File: src/rtl/apb_event_master_pkg.sv
// rtl/apb_event_master_pkg.sv - shared types for the APB event master
package apb_event_master_pkg;

    localparam int APB_DATA_WIDTH     = 32;
    localparam int APB_MAX_ADDR_WIDTH = 32;

    // Transfer phases of the single-outstanding APB initiator
    typedef enum logic [1:0] {
        IDLE   = 2'd0,
        SETUP  = 2'd1,
        ACCESS = 2'd2,
        RESP   = 2'd3
    } state_e;

    // Request as seen by agents; the address field is sized for the widest bus
    typedef struct packed {
        logic                          write;
        logic [APB_MAX_ADDR_WIDTH-1:0] addr;
        logic [APB_DATA_WIDTH-1:0]     wdata;
    } req_t;

    // Completion record handed back on the response channel
    typedef struct packed {
        logic [APB_DATA_WIDTH-1:0] rdata;
        logic                      err;
        logic                      timeout;
    } rsp_t;

endpackage

File: src/rtl/apb_timeout_counter.sv
// rtl/apb_timeout_counter.sv - counts stalled ACCESS cycles and flags expiry
module apb_timeout_counter #(
    parameter int LIMIT = 255
) (
    input  logic clk,
    input  logic rst,
    input  logic clear_i,
    input  logic enable_i,
    output logic expired_o
);

    localparam int CNT_W = (LIMIT > 0) ? $clog2(LIMIT + 1) : 1;
    localparam logic [CNT_W-1:0] LAST = (LIMIT > 0) ? CNT_W'(LIMIT - 1) : '0;

    logic [CNT_W-1:0] cnt_q;
    logic [CNT_W-1:0] cnt_d;

    // Expiry is the LIMIT-th stalled cycle: the count before this cycle is LIMIT-1
    assign expired_o = (LIMIT != 0) && enable_i && (cnt_q == LAST);

    // Count stalled cycles; saturate at LAST so the counter can never wrap
    always_comb begin
        cnt_d = cnt_q;
        if (clear_i) begin
            cnt_d = '0;
        end else if (enable_i && (LIMIT != 0) && (cnt_q != LAST)) begin
            cnt_d = cnt_q + 1'b1;
        end
    end

    // Counter register
    always_ff @(posedge clk) begin
        if (rst) begin
            cnt_q <= '0;
        end else begin
            cnt_q <= cnt_d;
        end
    end

endmodule

File: src/rtl/apb_event_master.sv
// rtl/apb_event_master.sv - valid/ready request to single APB3 transfer initiator
module apb_event_master
    import apb_event_master_pkg::*;
#(
    parameter int APB_ADDR_WIDTH = 12,
    parameter int TIMEOUT_CYCLES = 255
) (
    input  logic                      HCLK,
    input  logic                      HRESET,
    input  logic                      req_valid_i,
    output logic                      req_ready_o,
    input  logic                      req_write_i,
    input  logic [APB_ADDR_WIDTH-1:0] req_addr_i,
    input  logic [31:0]               req_wdata_i,
    output logic                      rsp_valid_o,
    input  logic                      rsp_ready_i,
    output logic [31:0]               rsp_rdata_o,
    output logic                      rsp_err_o,
    output logic                      rsp_timeout_o,
    output logic [APB_ADDR_WIDTH-1:0] PADDR,
    output logic [31:0]               PWDATA,
    output logic                      PWRITE,
    output logic                      PSEL,
    output logic                      PENABLE,
    input  logic [31:0]               PRDATA,
    input  logic                      PREADY,
    input  logic                      PSLVERR
);

    state_e                    state_q, state_d;
    logic [APB_ADDR_WIDTH-1:0] paddr_q, paddr_d;
    logic [31:0]               pwdata_q, pwdata_d;
    logic                      pwrite_q, pwrite_d;
    rsp_t                      rsp_q, rsp_d;
    logic                      cnt_clear;
    logic                      cnt_enable;
    logic                      cnt_expired;

    apb_timeout_counter #(
        .LIMIT (TIMEOUT_CYCLES)
    ) u_timeout (
        .clk       (HCLK),
        .rst       (HRESET),
        .clear_i   (cnt_clear),
        .enable_i  (cnt_enable),
        .expired_o (cnt_expired)
    );

    // Bus strobes and handshakes are pure decodes of the state register
    assign req_ready_o   = (state_q == IDLE);
    assign PSEL          = (state_q == SETUP) || (state_q == ACCESS);
    assign PENABLE       = (state_q == ACCESS);
    assign rsp_valid_o   = (state_q == RESP);
    assign PADDR         = paddr_q;
    assign PWDATA        = pwdata_q;
    assign PWRITE        = pwrite_q;
    assign rsp_rdata_o   = rsp_q.rdata;
    assign rsp_err_o     = rsp_q.err;
    assign rsp_timeout_o = rsp_q.timeout;

    // Next-state, request capture and response capture
    always_comb begin
        state_d    = state_q;
        paddr_d    = paddr_q;
        pwdata_d   = pwdata_q;
        pwrite_d   = pwrite_q;
        rsp_d      = rsp_q;
        cnt_clear  = 1'b0;
        cnt_enable = 1'b0;
        unique case (state_q)
            IDLE: begin
                if (req_valid_i) begin
                    paddr_d   = req_addr_i;
                    pwdata_d  = req_wdata_i;
                    pwrite_d  = req_write_i;
                    cnt_clear = 1'b1;
                    state_d   = SETUP;
                end
            end
            SETUP: begin
                state_d = ACCESS;
            end
            ACCESS: begin
                // A ready slave wins over an expiring counter in the same cycle
                if (PREADY) begin
                    rsp_d.rdata   = pwrite_q ? 32'd0 : PRDATA;
                    rsp_d.err     = PSLVERR;
                    rsp_d.timeout = 1'b0;
                    state_d       = RESP;
                end else begin
                    cnt_enable = 1'b1;
                    if (cnt_expired) begin
                        rsp_d.rdata   = 32'd0;
                        rsp_d.err     = 1'b1;
                        rsp_d.timeout = 1'b1;
                        state_d       = RESP;
                    end
                end
            end
            RESP: begin
                if (rsp_ready_i) begin
                    cnt_clear = 1'b1;
                    state_d   = IDLE;
                end
            end
            default: begin
                state_d = IDLE;
            end
        endcase
    end

    // State, bus-side and response registers
    always_ff @(posedge HCLK) begin
        if (HRESET) begin
            state_q  <= IDLE;
            paddr_q  <= '0;
            pwdata_q <= '0;
            pwrite_q <= 1'b0;
            rsp_q    <= '0;
        end else begin
            state_q  <= state_d;
            paddr_q  <= paddr_d;
            pwdata_q <= pwdata_d;
            pwrite_q <= pwrite_d;
            rsp_q    <= rsp_d;
        end
    end

endmodule

File: config.mk
export PLATFORM = sky130hd
export DESIGN_NAME = apb_event_master
export DESIGN_NICKNAME = d
export VERILOG_FILES = /design/src/rtl/apb_event_master_pkg.sv /design/src/rtl/apb_timeout_counter.sv /design/src/rtl/apb_event_master.sv
export SDC_FILE = /design/constraint.sdc
export NUM_CORES = 1
export LEC_CHECK = 0
export ABC_AREA = 1
export ABC_CLOCK_PERIOD_IN_PS = 1300
export BUFFER_PORTS_ARGS = -buffer_cell sky130_fd_sc_hd__buf_2
export CAP_MARGIN = 10
export CORE_MARGIN = 2
export CORE_UTILIZATION = 42
export DETAILED_ROUTE_END_ITERATION = 12
export PLACE_DENSITY = 0.78
export REMOVE_ABC_BUFFERS = 1
export SYNTH_ARGS = -nofsm -noshare
export SYNTH_HDL_FRONTEND = slang
export SYNTH_SLANG_ARGS = --single-unit
File: constraint.sdc
create_clock -name HCLK -period 1.3 [get_ports HCLK]
set_input_delay 0.13 -clock HCLK [delete_from_list [all_inputs] [get_ports HCLK]]
set_output_delay 0.13 -clock HCLK [all_outputs]
set_load 0.01 [all_outputs]
# Word level (Yosys, flattened, before mapping)
# Index checks and enable logic that the tools add are counted.
# word_totals
register_bits	89
word_cells	39
output_inout_bits	83
inputBits	83
# classes
addsub	1
reduce_logical	9
mux	13
eq_ne	8
# op_table
op	n
2-to-1 mux 34 bit	2
2-to-1 mux 32 bit	1
adder 8 x 1 -> 8 bit (second input constant)	1
== test 8 bit (second input constant)	1
2-to-1 mux 2 bit	4
inequality test 8 bit (second input constant)	1
one-hot mux 2 bit (4 select lines)	1
== test 2 bit (second input constant)	2
2-to-1 mux 1 bit	4
AND reduction 2 bit	2
inequality test 3 x 1 -> 1 bit (second input constant)	1
AND reduction 3 bit	1
== test 2 x 1 -> 1 bit (second input constant)	1
logical AND 1 bit	2
zero test 2 bit	1
inequality test 2 x 1 -> 1 bit (second input constant)	1
inequality test 2 bit (second input constant)	1
one-hot mux 1 bit (2 select lines)	1
nonzero test 2 bit	1
OR reduction 2 bit	1
logical OR 1 bit	1

# Logic depth before layout (Yosys ltp)
# Gate-level depths: netlist (run 1).
# depth
ltp_word	6
depth_mapped	10
mapped_depth_nobuf	10

# By module
# Synthesis (run 1) repeated with hierarchy kept, for this count alone.
# hier_totals
cells_unflattened	488
area_unflattened_um2	3618.5
# modules_own_cells
mod	seq_area_each_um2	area_per_inst_um2	cells_each	n_inst
apb_event_master	1621.6	3136.8	418	1
apb_timeout_counter	160.2	481.7	70	1

# Worst setup path after synthesis (run 1)
# No wires, ideal clock.
# synth_timing
path_type	reg-to-reg
startpoint	reg state_q[0]
endpoint	reg rsp_q, in the netlist rsp_rdata_o[10]
slack_ns	-0.160
setup_ns	0.116
n_path_buf	1
required_time_ns	1.184
synth_period_minus_slack_ns	1.460
arrival_ns	1.344
stages_incl_launch_ff	9
path_cell_list	dfxtp_1 inv_1 ha_1 nand2_1 nand2_8 inv_6 buf_6 nor2_1 nor2_1
# synth_between
elab_chain_len	5
# synth_rtl
item	line_no	source
start: declaration	apb_event_master.sv:30	state_e state_q, state_d;
start signal: assignment	apb_event_master.sv:121	state_q <= state_d;
== test 2 bit (*)	n/a	
net PENABLE	apb_event_master.sv:24	output logic PENABLE,
2-to-1 mux 1 bit	apb_event_master.sv:70	unique case (state_q)
logical AND 1 bit	apb_timeout_counter.sv:19	assign expired_o = (LIMIT != 0) && enable_i && (cnt_q == LAST);
nonzero test 2 bit (no source line)	n/a	
AND reduction 2 bit (no source line) (*)	n/a	
end signal: assignment	apb_event_master.sv:125	rsp_q <= rsp_d;
end: declaration	apb_event_master.sv:34	rsp_t rsp_q, rsp_d;
# The timed path passes the listed nets; every way through them passes the cells marked *.
# A chain may end at the register's enable or synchronous reset.

# Worst setup path after layout (run 1)
# layout_timing
startpoint	reg u_timeout.cnt_q[0]
endpoint	reg state_q[1]
# layout_between
elab_chain_len	4
# layout_rtl
item	line_no	source
start: declaration	apb_timeout_counter.sv:15	logic [CNT_W-1:0] cnt_q;
start signal: assignment	apb_timeout_counter.sv:36	cnt_q <= cnt_d;
== test 8 bit	apb_timeout_counter.sv:19	
logical AND 1 bit	apb_timeout_counter.sv:19	
inequality test 3 x 1 -> 1 bit (no source line)	n/a	
AND reduction 3 bit (no source line)	n/a	
# No other way between the ends.

==> results by group, run 1 <==
Run status
  • Run status: complete, but fails checks
  • Failing checks: setup timing

Critical path
  • Reg2reg start: u_timeout.cnt_q[0]$_SDFFE_PP0P_
  • RR Endpoint: state_q[1]$_SDFFE_PP0P_
  • Worst setup SP type: flip-flop
  • Worst path arrival time: 1.73 ns
  • Levels on crit path: 9
  • Slowest cell on crit path: dfxtp_2
  • CP Capture Type: flip-flop
  • Crit path buffers/inverters: 2
  • Most frequent cell on the critical path: nand2_4
  • Max stage delay on crit path: 0.34 ns
  • Reg2Reg Depth: 9
  • Setup CP Type: flip-flop to flip-flop
  • Flop-to-flop setup slack: -0.16 ns
  • CP Max Fanout: 5
  • Req. time, crit path: 1.57 ns
  • Delay-heaviest family, CP: simple AND/OR/NAND/NOR gates
  • Critical path, cell by cell: inv_2 -> ha_4 -> nand2_4 -> nor2_4 -> nand2_2 -> nand2_4 -> buf_6 -> nand3_1 -> a21oi_1

Timing
  • Worst Clk Skew: 0.00807 ns
  • Hold Violations, Final: 0
  • Final setup vio count: 47
  • Setup ws final: -0.161 ns
  • Worst slew margin: 0.764
  • Post-route clock period utilization: 1.12
  • Least-Margin Pin Slew: 0.354 ns
  • Final Max Tran Viols: 0
  • Period minus WS final: 1.46 ns
  • RSZ-0062 raised after global routing: true
  • Max Freq: 684 MHz

Synth
  • Yosys warns: 0
  • Flops & latches, synth: 89
  • Post-synthesis sequential area ratio: 0.483
  • Synth top area share: 0.483
  • Yosys top cell by area: dfxtp_1
  • Synth top area cells: dfxtp_1, nor2_1, o21ai_0, inv_1, nand2_1
  • Distinct cell type count after synthesis: 24
  • Post-Syn Instances: 513
  • Avg Cell Area, Syn: 7.19 µm²
  • Mapped Area: 3690 µm²

Drt
  • DRC viols: 0
  • Vias per cell: 4.70
  • Detailed-route via count: 3839
  • Initial DRT Pass Iterations: 5
  • WL per Instance: 12.6 µm
  • Total wire length: 10.3 mm
  • Detail Route Antenna Nets: 0
  • Starting DRC count in detailed routing: 102

Power
  • Leak pwr: 0.00281 µW
  • VDD IR max: 0.801 mV
  • Tot Pwr: 10500 µW
  • Sw frac: 0.357
  • Pint: 6760 µW
  • Pwr Density: 1920 nW/µm²
  • Gate power share: 0.426
  • P_sw: 3750 µW
  • Clk pwr share: 0.214
  • Flop pwr share: 0.361

Clock network
  • Clock latency on the worst-skew pair: 0.34 ns
  • Longest Clk Path Bufs: 2
  • Clock Sink Count: 89
  • Inserted Clock Buffers: 9
  • CTS tree: built
  • Root Buffer: clkbuf_8
  • Clock transition at path regs: 0.09 ns
  • Total number of H-tree levels: 3

Floorplan
  • Die Width: 97.7 µm
  • Num rows: 34
  • Die Span Y: 97.7 µm
  • Die area: 9540 µm²
  • IO Pins: 166
  • Core Box Area: 8640 µm²
  • Initial Util: 0.427

Place
  • Dpl hpwl: 6.90 mm
  • GP Congestion: 0.823
  • PortBufs: 165
  • Dpl ws: -0.173 ns

Cells and area
  • Most frequent cells in the layout: nor2_1, buf_2, dfxtp_1
  • Commonest non-fill, non-tap cell in the layout: nor2_1
  • Final nets: 792
  • Fin util: 0.633
  • # diodes: 0
  • Layout cells sized above 1: 0.410
  • Area grow syn2layout: 48.3%

Flow run
  • Maxcap violations: 0

Hold path
  • Hold path start: req_addr_i[2]
  • Hold crit path type: input port to flip-flop
  • Min-Delay Endpoint: PADDR[2]$_SDFFE_PP0P_
  • Hold path depth: 3

GRT
  • Initial antenna violation count: 0
  • GRT Total Usage: 0.206
  • Largest net degree at the start of global routing: 47
  • Vias in the first global route: 3735
  • First-pass GRT wire length: 16.4 mm
  • Total grt overflow: 0
## power by group through the flow
stage | clock, µW | sequential, µW | combinational, µW
after global routing | 2420 | 3880 | 4890
after floorplan | 0 | 4080 | 1530
after global placement | 0 | 3750 | 3460
after detailed placement | 0 | 3780 | 3570
final | 2250 | 3790 | 4480
after CTS | 2300 | 3750 | 4070
## what timing repair did
action,CTS,global route
hold endpoints to repair,1,0
hold buffers,1,0
resized for setup,52,76
endpoints found under the setup margin,91,86
gates cloned,1,2
pin swaps,5,22
setup buffers,5,3
## sequential cells by signal, summed over array words and instances, names as in the netlist
signal,flops
rsp_timeout_o,1
u_timeout.cnt_q,8
rsp_err_o,1
PWRITE,1
PADDR,12
PWDATA,32
state_q,2
rsp_rdata_o,32
## cell usage after synthesis
cell type and instances:
dfxtp_1 89, buf_8 3, o21ai_0 72, buf_2 1
nand3_1 7, nor2_1 191, xor2_1 1, nand2_8 1
buf_1 1, inv_6 1, o21ai_1 8, a21oi_1 11
nand2_1 38, nand3_4 1, xnor2_1 2, clkinv_1 1
nand2_2 1, inv_1 50, ha_1 6, clkbuf_1 17
clkbuf_2 1, buf_6 4, nor2_4 1, nor2_2 5
## cell type report
cell class	instances	area, µm²
repair buffers	206	1320
multi-input cells	345	1760
well taps	108	135
flip-flops and latches	89	1790
fillers	744	3170
clock inverters	5	104
clock buffers	11	131
inverters	52	220
## stage by stage
| step | cells | area [µm²] | hold slack, ns | TNS [ns] |
|---|---|---|---|---|
| after floorplan | 486 | 3520 | 0.199 | -66.18 |
| after global placement | 788 | 4790 | 0.358 | -4.08 |
| after detailed placement | 788 | 4790 | 0.373 | -8.93 |
| after CTS | 811 | 5240 | 0.00975 | -1.34 |
| after global routing | 816 | 5470 | 0.0102 | -8.13 |
| final | 816 | 5470 | 0.0224 | -4.46 |
## worst max path at each step
stage | start | endpoint
floorplan | state_q[0]$_SDFFE_PP0P_ | PADDR[0]$_SDFFE_PP0P_
global placement | state_q[1]$_SDFFE_PP0P_ | u_timeout.cnt_q[0]$_SDFFE_PP0P_
detailed placement | state_q[0]$_SDFFE_PP0P_ | u_timeout.cnt_q[0]$_SDFFE_PP0P_
CTS | state_q[1]$_SDFFE_PP0P_ | PENABLE
global route | u_timeout.cnt_q[0]$_SDFFE_PP0P_ | state_q[1]$_SDFFE_PP0P_
finish | u_timeout.cnt_q[0]$_SDFFE_PP0P_ | state_q[1]$_SDFFE_PP0P_
## kinds of logic after synthesis
family,share of synthesized area
and+or+nand+nor,0.266
AOI/OAI and AO/OA,0.124
DFF,0.483
buffers and inverters,0.0998
adders and majority gates,0.0204
xor gates and xnor gates,0.00713
## routing by layer
layer	wire length, µm	global-route usage
met1	4340	0.238
met4	205	0.0801
met3	698	0.0511
met5	0	0
met2	5060	0.364
## worst register-to-register path, stage by stage, from the launching register on
cell and delay, ns:
dfxtp_2 0.34, inv_2 0.07, ha_4 0.14, nand2_4 0.05, nor2_4 0.16, nand2_2 0.10, nand2_4 0.12, buf_6 0.14
nand3_1 0.09, a21oi_1 0.17
Note: power is estimated with default switching activity, not from simulation.
==> inputs of run 2 (changes only) <==
--- a/config.mk
+++ b/config.mk
@@ -9,6 +9,7 @@
 export ABC_CLOCK_PERIOD_IN_PS = 1300
 export BUFFER_PORTS_ARGS = -buffer_cell sky130_fd_sc_hd__buf_2
 export CAP_MARGIN = 10
+export CORE_ASPECT_RATIO = 1.1
 export CORE_MARGIN = 2
 export CORE_UTILIZATION = 42
 export DETAILED_ROUTE_END_ITERATION = 12
==> run 2 against run 1 <==
Against the previous run: the run still ends with setup timing left; via count is 0.70% higher; clock skew is 0.0014 ns higher; sequential power is 2% higher; power is 2.6% higher; critical path depth is 2 lower; routed wire length is 4.0% higher; largest cell class is now multi-input gates; highest routed layer unchanged.
==> results by group, run 2 (synthesis results as in run 1) <==
Critical path
  • Max stage delay on crit path: 0.40 ns
  • Slowest cell on crit path: dfxtp_4
  • Delay-heaviest family, CP: buffers and inverters
  • CP Capture Type: flip-flop
  • Worst setup SP type: flip-flop
  • Worst Setup SP: state_q[1]$_SDFFE_PP0P_
  • Flop-to-flop setup slack: -0.11 ns
  • Worst path arrival time: 1.63 ns
  • Req. time, crit path: 1.53 ns
  • Critical path, cell by cell: inv_4 -> ha_4 -> nand2_8 -> clkinvlp_4 -> buf_12 -> nor2_2 -> nor2_1
  • Setup CP Type: flip-flop to flip-flop
  • Reg2reg start: state_q[1]$_SDFFE_PP0P_
  • Crit path buffers/inverters: 3
  • CP Max Fanout: 22

Cells and area
  • Fin util: 0.650
  • Layout cells sized above 1: 0.423
  • Most frequent cells in the layout: buf_2, nor2_1, dfxtp_1
  • # diodes: 0
  • Commonest non-fill, non-tap cell in the layout: buf_2
  • Final nets: 787
  • Area grow syn2layout: 48.9%

Timing
  • RSZ-0062 raised after global routing: true
  • Setup ws final: -0.106 ns
  • Post-route clock period utilization: 1.08
  • Period minus WS final: 1.41 ns
  • Max Freq: 711 MHz
  • Hold Violations, Final: 0
  • Worst slew margin: 0.792
  • Worst Clk Skew: 0.00947 ns
  • Fin Setup TNS: -3.56 ns
  • Final Max Tran Viols: 0
  • Least-Margin Pin Slew: 0.312 ns
  • Final setup vio count: 88

Power
  • Pwr Density: 1970 nW/µm²
  • Leak pwr: 0.00280 µW
  • Tot Pwr: 10800 µW
  • VDD IR max: 0.921 mV

Drt
  • Initial DRT Pass Iterations: 4
  • Vias per cell: 4.76
  • Detail Route Antenna Nets: 0
  • WL per Instance: 13.2 µm
  • Starting DRC count in detailed routing: 112
  • DRC viols: 0
  • Total wire length: 10.7 mm
  • Detailed-route via count: 3866

Place
  • Dpl ws: -0.241 ns
  • PortBufs: 165
  • Dpl hpwl: 6.88 mm
  • GP Congestion: 0.883

Clock network
  • Root Buffer: clkbuf_8
  • Hold-fix buffers, CTS: 0
  • Total number of H-tree levels: 3
  • Clock Sink Count: 89
  • Inserted Clock Buffers: 9
  • Clock latency on the worst-skew pair: 0.34 ns
  • Clock transition at path regs: 0.09 ns
  • Longest Clk Path Bufs: 2
  • CTS tree: built

Floorplan
  • Num rows: 35
  • IO Pins: 166
  • Die Span Y: 102 µm
  • Die area: 9550 µm²
  • Core Box Area: 8450 µm²
  • Die Width: 93.3 µm
  • Initial Util: 0.436

GRT
  • GRT Total Usage: 0.200
  • Vias in the first global route: 3531
  • Largest net degree at the start of global routing: 47
  • First-pass GRT wire length: 15.4 mm
  • Total grt overflow: 0
  • Initial antenna violation count: 0

Run status
  • Run status: complete, but fails checks
  • Failing checks: setup timing

Hold path
  • Hold crit path type: input port to flip-flop
  • Hold path start: req_wdata_i[19]

Flow run
  • Maxcap violations: 0
[run 2: worst paths after layout]
check | endpoint | cells after the start
max | PWDATA[16]$_SDFFE_PP0P_ | 7
min | PWDATA[19]$_SDFFE_PP0P_ | 3
max reg2reg | PWDATA[16]$_SDFFE_PP0P_ | 7
min reg2reg | rsp_timeout_o$_SDFFE_PP0P_ | 2
[run 2: what timing repair did]
item / in CTS / in global routing
endpoints found under the setup margin: 91 / 78
gates cloned: 1 / 4
buffers inserted: 5 / 3
pin swaps: 10 / 12
gates resized for setup: 48 / 80
[run 2: stage by stage]
stage	area [µm²]	instances	hold WS [ns]
floorplan	3520	486	0.199
global placement	4730	786	0.367
detailed placement	4730	786	0.375
CTS	5170	806	0.00307
global route	5490	813	0.0188
finish	5490	813	0.0214
[run 2: tightest hold or removal path, cell delays in order]
cell	delay [ns]
buf_2	0.07
o21ai_1	0.06
nor2_1	0.07
[run 2: layer usage]
metal,up-vias,wire length [µm],GRT usage,part of all wire
li1,1947,-,-,-
met1,1744,4410,0.223,0.41
met2,159,5330,0.362,0.50
met3,16,825,0.0553,0.077
met4,0,157,0.0769,0.015
met5,-,0,0,0
[run 2: cell type report]
| cell class | count | area [µm²] |
|---|---|---|
| multi-input combinational | 345 | 1840 |
| fill | 706 | 2960 |
| sequential | 89 | 1790 |
| timing repair buffer | 201 | 1250 |
| clock buffer | 10 | 128 |
| clock inverter | 5 | 129 |
| inverter | 52 | 216 |
| tap | 111 | 139 |
[run 2: where the power goes]
group          internal [µW]  leakage (µW)  total (µW)  switching [µW]
clock                   1470      0.000127        2400             933
sequential              3420      0.000731        3850             431
combinational           2040       0.00194        4540            2500
total                   6930       0.00280       10800            3870
==> inputs of run 3 (changes only) <==
--- a/config.mk
+++ b/config.mk
@@ -9,7 +9,7 @@
 export ABC_CLOCK_PERIOD_IN_PS = 1300
 export BUFFER_PORTS_ARGS = -buffer_cell sky130_fd_sc_hd__buf_2
 export CAP_MARGIN = 10
-export CORE_ASPECT_RATIO = 1.1
+export CORE_ASPECT_RATIO = 2
 export CORE_MARGIN = 2
 export CORE_UTILIZATION = 42
 export DETAILED_ROUTE_END_ITERATION = 12
==> run 3 against run 2 <==
Against the previous run: the flow still finishes with violations (setup timing); utilization decreased by 2.4 points; hold slack better by 0.016 ns; via count is 1.3% higher; cell area down 2.2%; critical endpoint is now rsp_rdata_o[23]$_SDFFE_PP0P_; largest power group unchanged.
==> results by group, run 3 (synthesis results as in run 1) <==
Cells and area
  • Design Area, Final: 5370 µm²
  • Commonest non-fill, non-tap cell in the layout: nor2_1
  • # diodes: 0
  • Final Non-Filler Cells: 804
  • Layout cells sized above 1: 0.379
  • FF/Latch Area: 1790 µm²
  • Final nets: 788
  • Multi-input logic area: 1690 µm²
  • Area grow syn2layout: 45.6%
  • Fill count: 772
  • Most frequent cells in the layout: nor2_1, buf_2, dfxtp_1

Drt
  • DRC viols: 0
  • Starting DRC count in detailed routing: 204
  • WL per Instance: 13.1 µm
  • Detail Route Antenna Nets: 0
  • Detailed-route via count: 3916
  • Total wire length: 10.5 mm
  • Initial DRT Pass Iterations: 6
  • Vias per cell: 4.87

Critical path
  • Worst setup SP type: flip-flop
  • Worst path arrival time: 1.63 ns
  • Req. time, crit path: 1.58 ns
  • CP Capture Type: flip-flop
  • Setup CP Type: flip-flop to flip-flop
  • Flop-to-flop setup slack: -0.05 ns
  • CP Max Fanout: 6

Place
  • GP Congestion: 0.853
  • Cell Area, Placed: 4740 µm²
  • PortBufs: 165
  • Dpl hpwl: 7.31 mm
  • # placed instances: 780

Timing
  • Setup ws final: -0.0543 ns
  • Max Freq: 738 MHz
  • Least-Margin Pin Slew: 0.330 ns
  • Final Max Tran Viols: 0
  • Worst Clk Skew: 0.00695 ns
  • RSZ-0062 raised after global routing: true
  • Hold Violations, Final: 0
  • Period minus WS final: 1.35 ns
  • Fin Setup TNS: -1.22 ns
  • Final setup vio count: 42
  • Hold_ws: 0.0370 ns
  • Worst slew margin: 0.780
  • Post-route clock period utilization: 1.04

Clock network
  • Clock latency on the worst-skew pair: 0.34 ns
  • Root Buffer: clkbuf_16
  • Longest Clk Path Bufs: 2
  • Hold-fix buffers, CTS: 0
  • Total number of H-tree levels: 3
  • Clock Sink Count: 89
  • Clock transition at path regs: 0.07 ns
  • Inserted Clock Buffers: 9
  • CTS tree: built

Floorplan
  • Die Width: 70.3 µm
  • IO Pins: 166
  • Num rows: 48
  • Die area: 9590 µm²
  • Initial Util: 0.429
  • Core Box Area: 8590 µm²
  • Die Span Y: 137 µm

Run status
  • Run status: complete, but fails checks
  • Failing checks: setup timing

Power
  • VDD IR max: 1.11 mV
  • Pwr Density: 1960 nW/µm²
  • Leak pwr: 0.00279 µW

GRT
  • Vias in the first global route: 3781
  • Initial antenna violation count: 0
  • Largest net degree at the start of global routing: 51
  • GRT Total Usage: 0.220
  • First-pass GRT wire length: 16.8 mm
  • Total grt overflow: 0

Flow run
  • Maxcap violations: 0

Hold path
  • Hold crit path type: input port to flip-flop
run 3: changes by cell type in the layout (fill, tap and decap cells not counted), moves of 3 or more:
cell,previous run,this run
o21ai_2,1,10
inv_6,0,3
nand2_4,6,2
o21ai_1,25,17
nor2_2,31,10
clkbuf_8,9,0
nand2_1,26,32
a21oi_1,4,9
a21oi_2,6,1
nor2_4,8,2
clkbuf_16,2,10
buf_6,9,13
nor2_1,158,185
bufinv_16,4,0
run 3: repair_timing:
item | CTS | global route
cloned | 2 | 1
setup buffers | 4 | 2
resized for setup | 63 | 24
setup endpoints to repair | 92 | 89
pin swaps | 9 | 15
run 3: path summary, 6_finish.rpt:
kind                                   start                      endpoint  cells after the start
max reg2reg  u_timeout.cnt_q[0]$_SDFFE_PP0P_  rsp_rdata_o[23]$_SDFFE_PP0P_                      9
min                           req_addr_i[10]        PADDR[10]$_SDFFE_PP0P_                      3
max          u_timeout.cnt_q[0]$_SDFFE_PP0P_  rsp_rdata_o[23]$_SDFFE_PP0P_                      9
min reg2reg       rsp_timeout_o$_SDFFE_PP0P_    rsp_timeout_o$_SDFFE_PP0P_                      2
run 3: metal layers:
metal  up-vias  wire length (µm)  global-route usage
met5         -                 0                   0
met4         0               320               0.115
met3        25               583              0.0434
met2       154              5770               0.409
met1      1788              3840               0.226
li1       1949                 -                   -
run 3: final cells by class:
cell class              count  area share
clock buffers               9      0.0419
clock inverters             7      0.0133
inverters                  52      0.0392
multi-input cells         345       0.315
flip-flops and latches     89       0.333
well taps                 100      0.0233
repair buffers            202       0.234
run 3: metrics by stage:
step,utilization,power [µW],setup slack (ns)
3_3_place_gp,0.552,7130,-0.128
2_1_floorplan,-,5620,-1.28
6_report,0.625,10500,-0.0543
3_5_place_dp,0.552,7260,-0.211
5_1_grt,0.625,11200,-0.135
4_1_cts,0.612,10300,-0.0577
run 3: worst max-delay path, cell delays in order (launching register included):
cell and delay, ns:
dfxtp_2 0.33, inv_2 0.07, ha_4 0.13, nand2_4 0.05, nor2_4 0.11, nand3_4 0.11, nand2_8 0.14, clkbuf_16 0.17
o21ai_1 0.06, nor2_1 0.11
run 3: report_power, final:
| part | switching, µW | leakage [µW] | internal, µW | total, µW |
|---|---|---|---|---|
| Combinational | 2250 | 0.00192 | 1910 | 4160 |
| Clock | 1190 | 0.000146 | 1350 | 2540 |
| Sequential | 383 | 0.000731 | 3420 | 3800 |
